===== config.mk =====
export PLATFORM = sky130hd
export DESIGN_NAME = ps2_frame_decoder
export DESIGN_NICKNAME = d
export VERILOG_FILES = /design/src/rtl/ps2_frame_decoder.sv
export SDC_FILE = /design/constraint.sdc
export NUM_CORES = 1
export LEC_CHECK = 0
export CORE_MARGIN = 2
export CORE_UTILIZATION = 50
export CTS_CLUSTER_DIAMETER = 120
export DETAILED_ROUTE_END_ITERATION = 8
export HOLD_SLACK_MARGIN = 0.05
export PLACE_DENSITY = 0.77
export SLEW_MARGIN = 40
export SYNTH_ARGS = -nofsm -noshare
export SYNTH_HDL_FRONTEND = slang
export SYNTH_SLANG_ARGS = --single-unit
export TNS_END_PERCENT = 5

===== constraint.sdc =====
create_clock -name clk -period 4.45 [get_ports clk]
set_clock_uncertainty 0.2 [all_clocks]
set_input_delay 0.89 -clock clk [delete_from_list [all_inputs] [get_ports clk]]
set_output_delay 0.89 -clock clk [all_outputs]
set_load 0.005 [all_outputs]

===== src/rtl/ps2_frame_decoder.sv =====
// PS/2 device-to-host frame receiver.
// Synchronises and deglitches the raw PS/2 pins, decodes 11-bit frames
// (start, 8 data bits LSB first, odd parity, stop) and emits each good byte
// as a one-cycle pulse. Stalled frames are aborted after TIMEOUT_CYCLES.
// Ports:
//   clk          system clock
//   reset_n      asynchronous active-low reset (released synchronously inside)
//   ps2_clk      raw PS/2 clock pin, idle high
//   ps2_data     raw PS/2 data pin, idle high
//   scan_code    last correctly received byte, held between frames
//   scan_valid   one-cycle pulse, scan_code updated this cycle
//   frame_error  one-cycle pulse, frame rejected (start/parity/stop/timeout)
//   busy         high while a frame is in progress
module ps2_frame_decoder #(
  parameter int unsigned SYNC_STAGES    = 2,
  parameter int unsigned FILTER_LEN     = 8,
  parameter int unsigned TIMEOUT_CYCLES = 100000
) (
  input  logic       clk,
  input  logic       reset_n,
  input  logic       ps2_clk,
  input  logic       ps2_data,
  output logic [7:0] scan_code,
  output logic       scan_valid,
  output logic       frame_error,
  output logic       busy
);

  localparam int unsigned FiltW = (FILTER_LEN > 1) ? $clog2(FILTER_LEN) : 1;
  localparam int unsigned ToW   = (TIMEOUT_CYCLES > 1) ? $clog2(TIMEOUT_CYCLES) : 1;

  typedef enum logic [1:0] {StIdle, StData, StParity, StStop} state_e;

  // Reset: asserts asynchronously, releases two clocks after reset_n rises.
  logic [1:0] rst_sync_q;
  logic       rst_n;

  always_ff @(posedge clk or negedge reset_n) begin
    if (!reset_n) rst_sync_q <= 2'b00;
    else          rst_sync_q <= {rst_sync_q[0], 1'b1};
  end

  assign rst_n = rst_sync_q[1];

  // Pin synchronisers, reset to the idle-high level.
  logic [SYNC_STAGES-1:0] clk_sync_q;
  logic [SYNC_STAGES-1:0] data_sync_q;
  logic                   clk_s;
  logic                   data_s;

  always_ff @(posedge clk or negedge rst_n) begin
    if (!rst_n) begin
      clk_sync_q  <= '1;
      data_sync_q <= '1;
    end else begin
      clk_sync_q  <= {clk_sync_q[SYNC_STAGES-2:0], ps2_clk};
      data_sync_q <= {data_sync_q[SYNC_STAGES-2:0], ps2_data};
    end
  end

  assign clk_s  = clk_sync_q[SYNC_STAGES-1];
  assign data_s = data_sync_q[SYNC_STAGES-1];

  // Clock deglitch: the filtered level only follows after FILTER_LEN
  // consecutive samples that disagree with it.
  logic [FiltW-1:0] filt_cnt_q;
  logic             filt_q;
  logic             filt_del_q;
  logic             fall_q;

  always_ff @(posedge clk or negedge rst_n) begin
    if (!rst_n) begin
      filt_cnt_q <= '0;
      filt_q     <= 1'b1;
      filt_del_q <= 1'b1;
      fall_q     <= 1'b0;
    end else begin
      if (clk_s == filt_q) begin
        filt_cnt_q <= '0;
      end else if (filt_cnt_q == FiltW'(FILTER_LEN - 1)) begin
        filt_cnt_q <= '0;
        filt_q     <= ~filt_q;
      end else begin
        filt_cnt_q <= filt_cnt_q + FiltW'(1);
      end
      filt_del_q <= filt_q;
      fall_q     <= filt_del_q & ~filt_q;
    end
  end

  // Frame FSM with stall timeout.
  state_e         state_q;
  logic [2:0]     bit_cnt_q;
  logic [7:0]     shift_q;
  logic           parity_q;
  logic [ToW-1:0] to_cnt_q;
  logic [7:0]     scan_code_q;
  logic           scan_valid_q;
  logic           frame_error_q;
  logic           timeout;

  assign timeout = (state_q != StIdle) && (to_cnt_q == ToW'(TIMEOUT_CYCLES - 1));

  always_ff @(posedge clk or negedge rst_n) begin
    if (!rst_n) begin
      state_q       <= StIdle;
      bit_cnt_q     <= 3'd0;
      shift_q       <= 8'h00;
      parity_q      <= 1'b0;
      to_cnt_q      <= '0;
      scan_code_q   <= 8'h00;
      scan_valid_q  <= 1'b0;
      frame_error_q <= 1'b0;
    end else begin
      scan_valid_q  <= 1'b0;
      frame_error_q <= 1'b0;
      if (timeout) begin
        // Takes priority over a coincident fall; the partial byte is dropped.
        state_q       <= StIdle;
        to_cnt_q      <= '0;
        frame_error_q <= 1'b1;
      end else begin
        if (state_q == StIdle || fall_q) to_cnt_q <= '0;
        else                             to_cnt_q <= to_cnt_q + ToW'(1);
        if (fall_q) begin
          unique case (state_q)
            StIdle: begin
              if (!data_s) begin
                state_q   <= StData;
                bit_cnt_q <= 3'd0;
              end
            end
            StData: begin
              shift_q   <= {data_s, shift_q[7:1]};
              bit_cnt_q <= bit_cnt_q + 3'd1;
              if (bit_cnt_q == 3'd7) state_q <= StParity;
            end
            StParity: begin
              parity_q <= data_s;
              state_q  <= StStop;
            end
            StStop: begin
              state_q <= StIdle;
              if (data_s && (^{shift_q, parity_q})) begin
                scan_code_q  <= shift_q;
                scan_valid_q <= 1'b1;
              end else begin
                frame_error_q <= 1'b1;
              end
            end
            default: state_q <= StIdle;
          endcase
        end
      end
    end
  end

  assign scan_code   = scan_code_q;
  assign scan_valid  = scan_valid_q;
  assign frame_error = frame_error_q;
  assign busy        = (state_q != StIdle);

endmodule


==> impl_metrics.csv <==
group,metric,value,unit
run_status,status,"finished, final reports clean",
logic_synthesis,syn_area_per_cell,12.56,um^2
timing,setup_viol,0,
route,met3_length,93,um
route,routed_via_density,5.393,
route,drt-total-wl,3699,um
global_route,grt_antenna_before_repair,0,
logic_synthesis,synthFlopType,"dfrtp_1",
worst_setup_path,worst-path-stages,6,
clock_tree,htreeDepth,2,
clock_tree,cts_resized,0,
cells_and_area,stdcell_count,262,
worst_setup_path,crit_required,4.45,ns
worst_setup_path,arrival,2.84,ns
worst_setup_path,path_buf_inv,1,
cells_and_area,drive_gt1_frac,0.2019,
placement,dp_hpwl,2609,um
route,wl_per_cell,14.12,um
global_route,grt_use_total,0.1606,
logic_synthesis,synth_area,2375,um^2
clock_tree,cts_setup_buffers,0,
global_route,grt_pass1_wl,6451,um
logic_synthesis,ys_seq_area_frac,0.5616,
run,max_cap_viol_count,0,
placement,portBuffers,14,
placement,place_area,2566,um^2
cells_and_area,nNetsFinal,221,
route,drc,0,
timing,fin_crit,2.843,ns
global_route,gr-total-overflow,0,
worst_setup_path,timing.rr.end,"shift_q[4]$_DFFE_PN0P_",
route,vias,1413,
logic_synthesis,syn_nets,203,
power,vdd_drop_max,0.2113,mV
clock_tree,clockRootBuffer,"clkbuf_8",
route,antenna_left,0,
global_route,grt_start_max_net_pins,52,
worst_setup_path,end_kind,"flop",
logic_synthesis,ys_ff_latch,53,
worst_setup_path,reg2reg_slack,1.61,ns
route,topRoutingLayerUsed,"met4",
floorplanning,core-area,4661,um^2
route,met1_length,1818,um
placement,dp.cells,254,
timing,post-route-period-util,0.6388,
cells_and_area,fin_area,2653,um^2
worst_setup_path,cp_slowest_cell,"or4b_4",
power,powerDensity,419.6,nW/um^2
clock_tree,clock_latency,0.30,ns
worst_hold_path,hold_class,"flop to asynchronous set/reset pin",
timing,report.final.hold_viol_count,0,
clock_tree,cts_sinks,53,
floorplanning,boundaryPins,15,
power,leakage,1.243,nW
global_route,grt_pass1_vias,1387,
worst_setup_path,worstRegToRegCells,6,
timing,tns,0,ns
logic_synthesis,synth_edf_count,0,
worst_setup_path,slowest_delay,0.52,ns
logic_synthesis,yosysWarnings,0,
cells_and_area,synthToLayoutAreaGrowth,11.70,%
worst_setup_path,crit_path_cell_trace,"inv_1, ha_1, or4b_4, or4_4, o21ai_4, mux2_2",
worst_setup_path,worst-path-max-fanout,9,
floorplanning,die-height,72.92,um
logic_synthesis,synthArstFlopShare,1.000,
timing,fmax,351.8,MHz
worst_setup_path,r2r-start,"state_q[0]$_DFFE_PN0P_",
cells_and_area,num_antenna_cells,0,
worst_setup_path,critical_path.top_delay_family,"simple AND/OR/NAND/NOR gates",
logic_synthesis,yosysUniqueCellTypes,38,
route,drtPass1Iterations,4,
clock_tree,cts_buffers,5,
floorplanning,rows,25,
worst_setup_path,critPathLaunch,"state_q[0]$_DFFE_PN0P_",
logic_synthesis,synthCells,189,
clock_tree,path_clk_slew,0.10,ns
floorplanning,initial_core_util,0.5095,
route,route.met2.wl,1741,um
route,drtIter0Drc,54,
cells_and_area,utilization,0.5691,
clock_tree,clockBufferDepth,2,
floorplanning,dieArea,5317,um^2
timing,relSlewSlack,0.5406,
clock_tree,cts_tree,"done",
worst_setup_path,critPathLaunchType,"flop",
clock_tree,cts_hold_buffers,0,
timing,worstMarginPinSlew,0.6854,ns
timing,slew_violations,0,
floorplanning,die_w,72.92,um
worst_setup_path,critPathKind,"flop to flop",
cells_and_area,nFillCells,389,
timing,rsz0062_at_grt,"no",
placement,gp_congestion,0.7198,
==> layout by cell type, fill, tap and decap left out, types with 7 or more instances in the layout <==
cell	n
nand2_1	7
dfrtp_1	46
nor2_1	18
nand3_1	8
mux2_2	18
xnor2_1	10
xor2_1	12
clkdlybuf4s50_1	14
ha_1	10
==> synth_stat cells, types with 2 or more instances <==
library cell | number | area, um^2
nor3_1 | 3 | 15.01
xnor2_1 | 10 | 87.58
mux2_2 | 18 | 202.7
o21ai_0 | 2 | 10.01
nor2_1 | 18 | 67.56
xor2_1 | 12 | 105.1
dfrtp_1 | 47 | 1176
a21oi_1 | 2 | 10.01
or2_2 | 3 | 18.77
nand3_1 | 8 | 40.04
and2_1 | 3 | 18.77
nand4_1 | 3 | 18.77
nand2_1 | 7 | 26.28
a22o_1 | 2 | 17.52
ha_1 | 10 | 125.1
and3_1 | 6 | 37.54
a32o_1 | 4 | 40.04
inv_1 | 6 | 22.52
dfstp_2 | 6 | 157.7
==> power by group <==
part | switching (mW) | internal, mW | total [mW] | leakage [nW]
sequential | 0.0557 | 0.542 | 0.598 | 0.706
combinational | 0.135 | 0.114 | 0.249 | 0.491
clock | 0.154 | 0.112 | 0.266 | 0.0456
total | 0.345 | 0.768 | 1.11 | 1.24
==> metrics by stage <==
stage / hold WS, ns / power, mW / worst slack, ns
after floorplan: 0.1312 / 0.8022 / 1.719
after global placement: 0.1358 / 0.8494 / 1.664
after detailed placement: 0.1442 / 0.8618 / 1.591
after CTS: 0.1589 / 1.132 / 1.582
after global routing: 0.1590 / 1.195 / 1.403
final: 0.1576 / 1.113 / 1.607
==> how the worst max path moves through the flow <==
stage | slack (ns) | end
2_1_floorplan | 1.72 | parity_q$_DFFE_PN0P_
3_3_place_gp | 1.66 | shift_q[3]$_DFFE_PN0P_
3_5_place_dp | 1.59 | shift_q[4]$_DFFE_PN0P_
4_1_cts | 1.58 | shift_q[4]$_DFFE_PN0P_
5_1_grt | 1.40 | to_cnt_q[15]$_DFF_PN0_
6_report | 1.61 | shift_q[4]$_DFFE_PN0P_
==> layout make-up <==
class,count,area [um^2],share of cell area
Clock buffer,6,72.57,0.02736
Clock inverter,2,13.76,0.005189
Inverter,6,22.52,0.008491
Multi-Input combinational cell,127,998.5,0.3764
Sequential cell,53,1338,0.5042
Tap cell,54,67.56,0.02547
Timing Repair Buffer,14,140.1,0.05283
==> kinds of logic after synthesis <==
group / count (synthesis) / share of synthesized area
and+or+nand+nor: 63 / 0.1470
DFF: 53 / 0.5616
xor gates and xnor gates: 23 / 0.09062
muxes: 18 / 0.08535
AOI/OAI and AO/OA: 12 / 0.04321
adders and majority gates: 10 / 0.05269
buffers and inverters: 9 / 0.01791
other: 1 / 0.001579
==> state kept, by name (all words and copies together), names as in the netlist <==
| name | flops |
|---|---|
| bit_cnt_q | 3 |
| clk_sync_q | 2 |
| data_sync_q | 2 |
| fall_q | 1 |
| filt_cnt_q | 3 |
| filt_del_q | 1 |
| filt_q | 1 |
| frame_error | 1 |
| parity_q | 1 |
| rst_sync_q | 2 |
| scan_code | 8 |
| scan_valid | 1 |
| shift_q | 8 |
| state_q | 2 |
| to_cnt_q | 17 |
==> per-layer routing <==
metal,up-vias,track usage
li1,690,-
met1,696,0.2250
met2,22,0.2424
met3,5,0.04144
met4,0,0.05967
met5,-,0
Note: power is estimated with default switching activity, not from simulation.
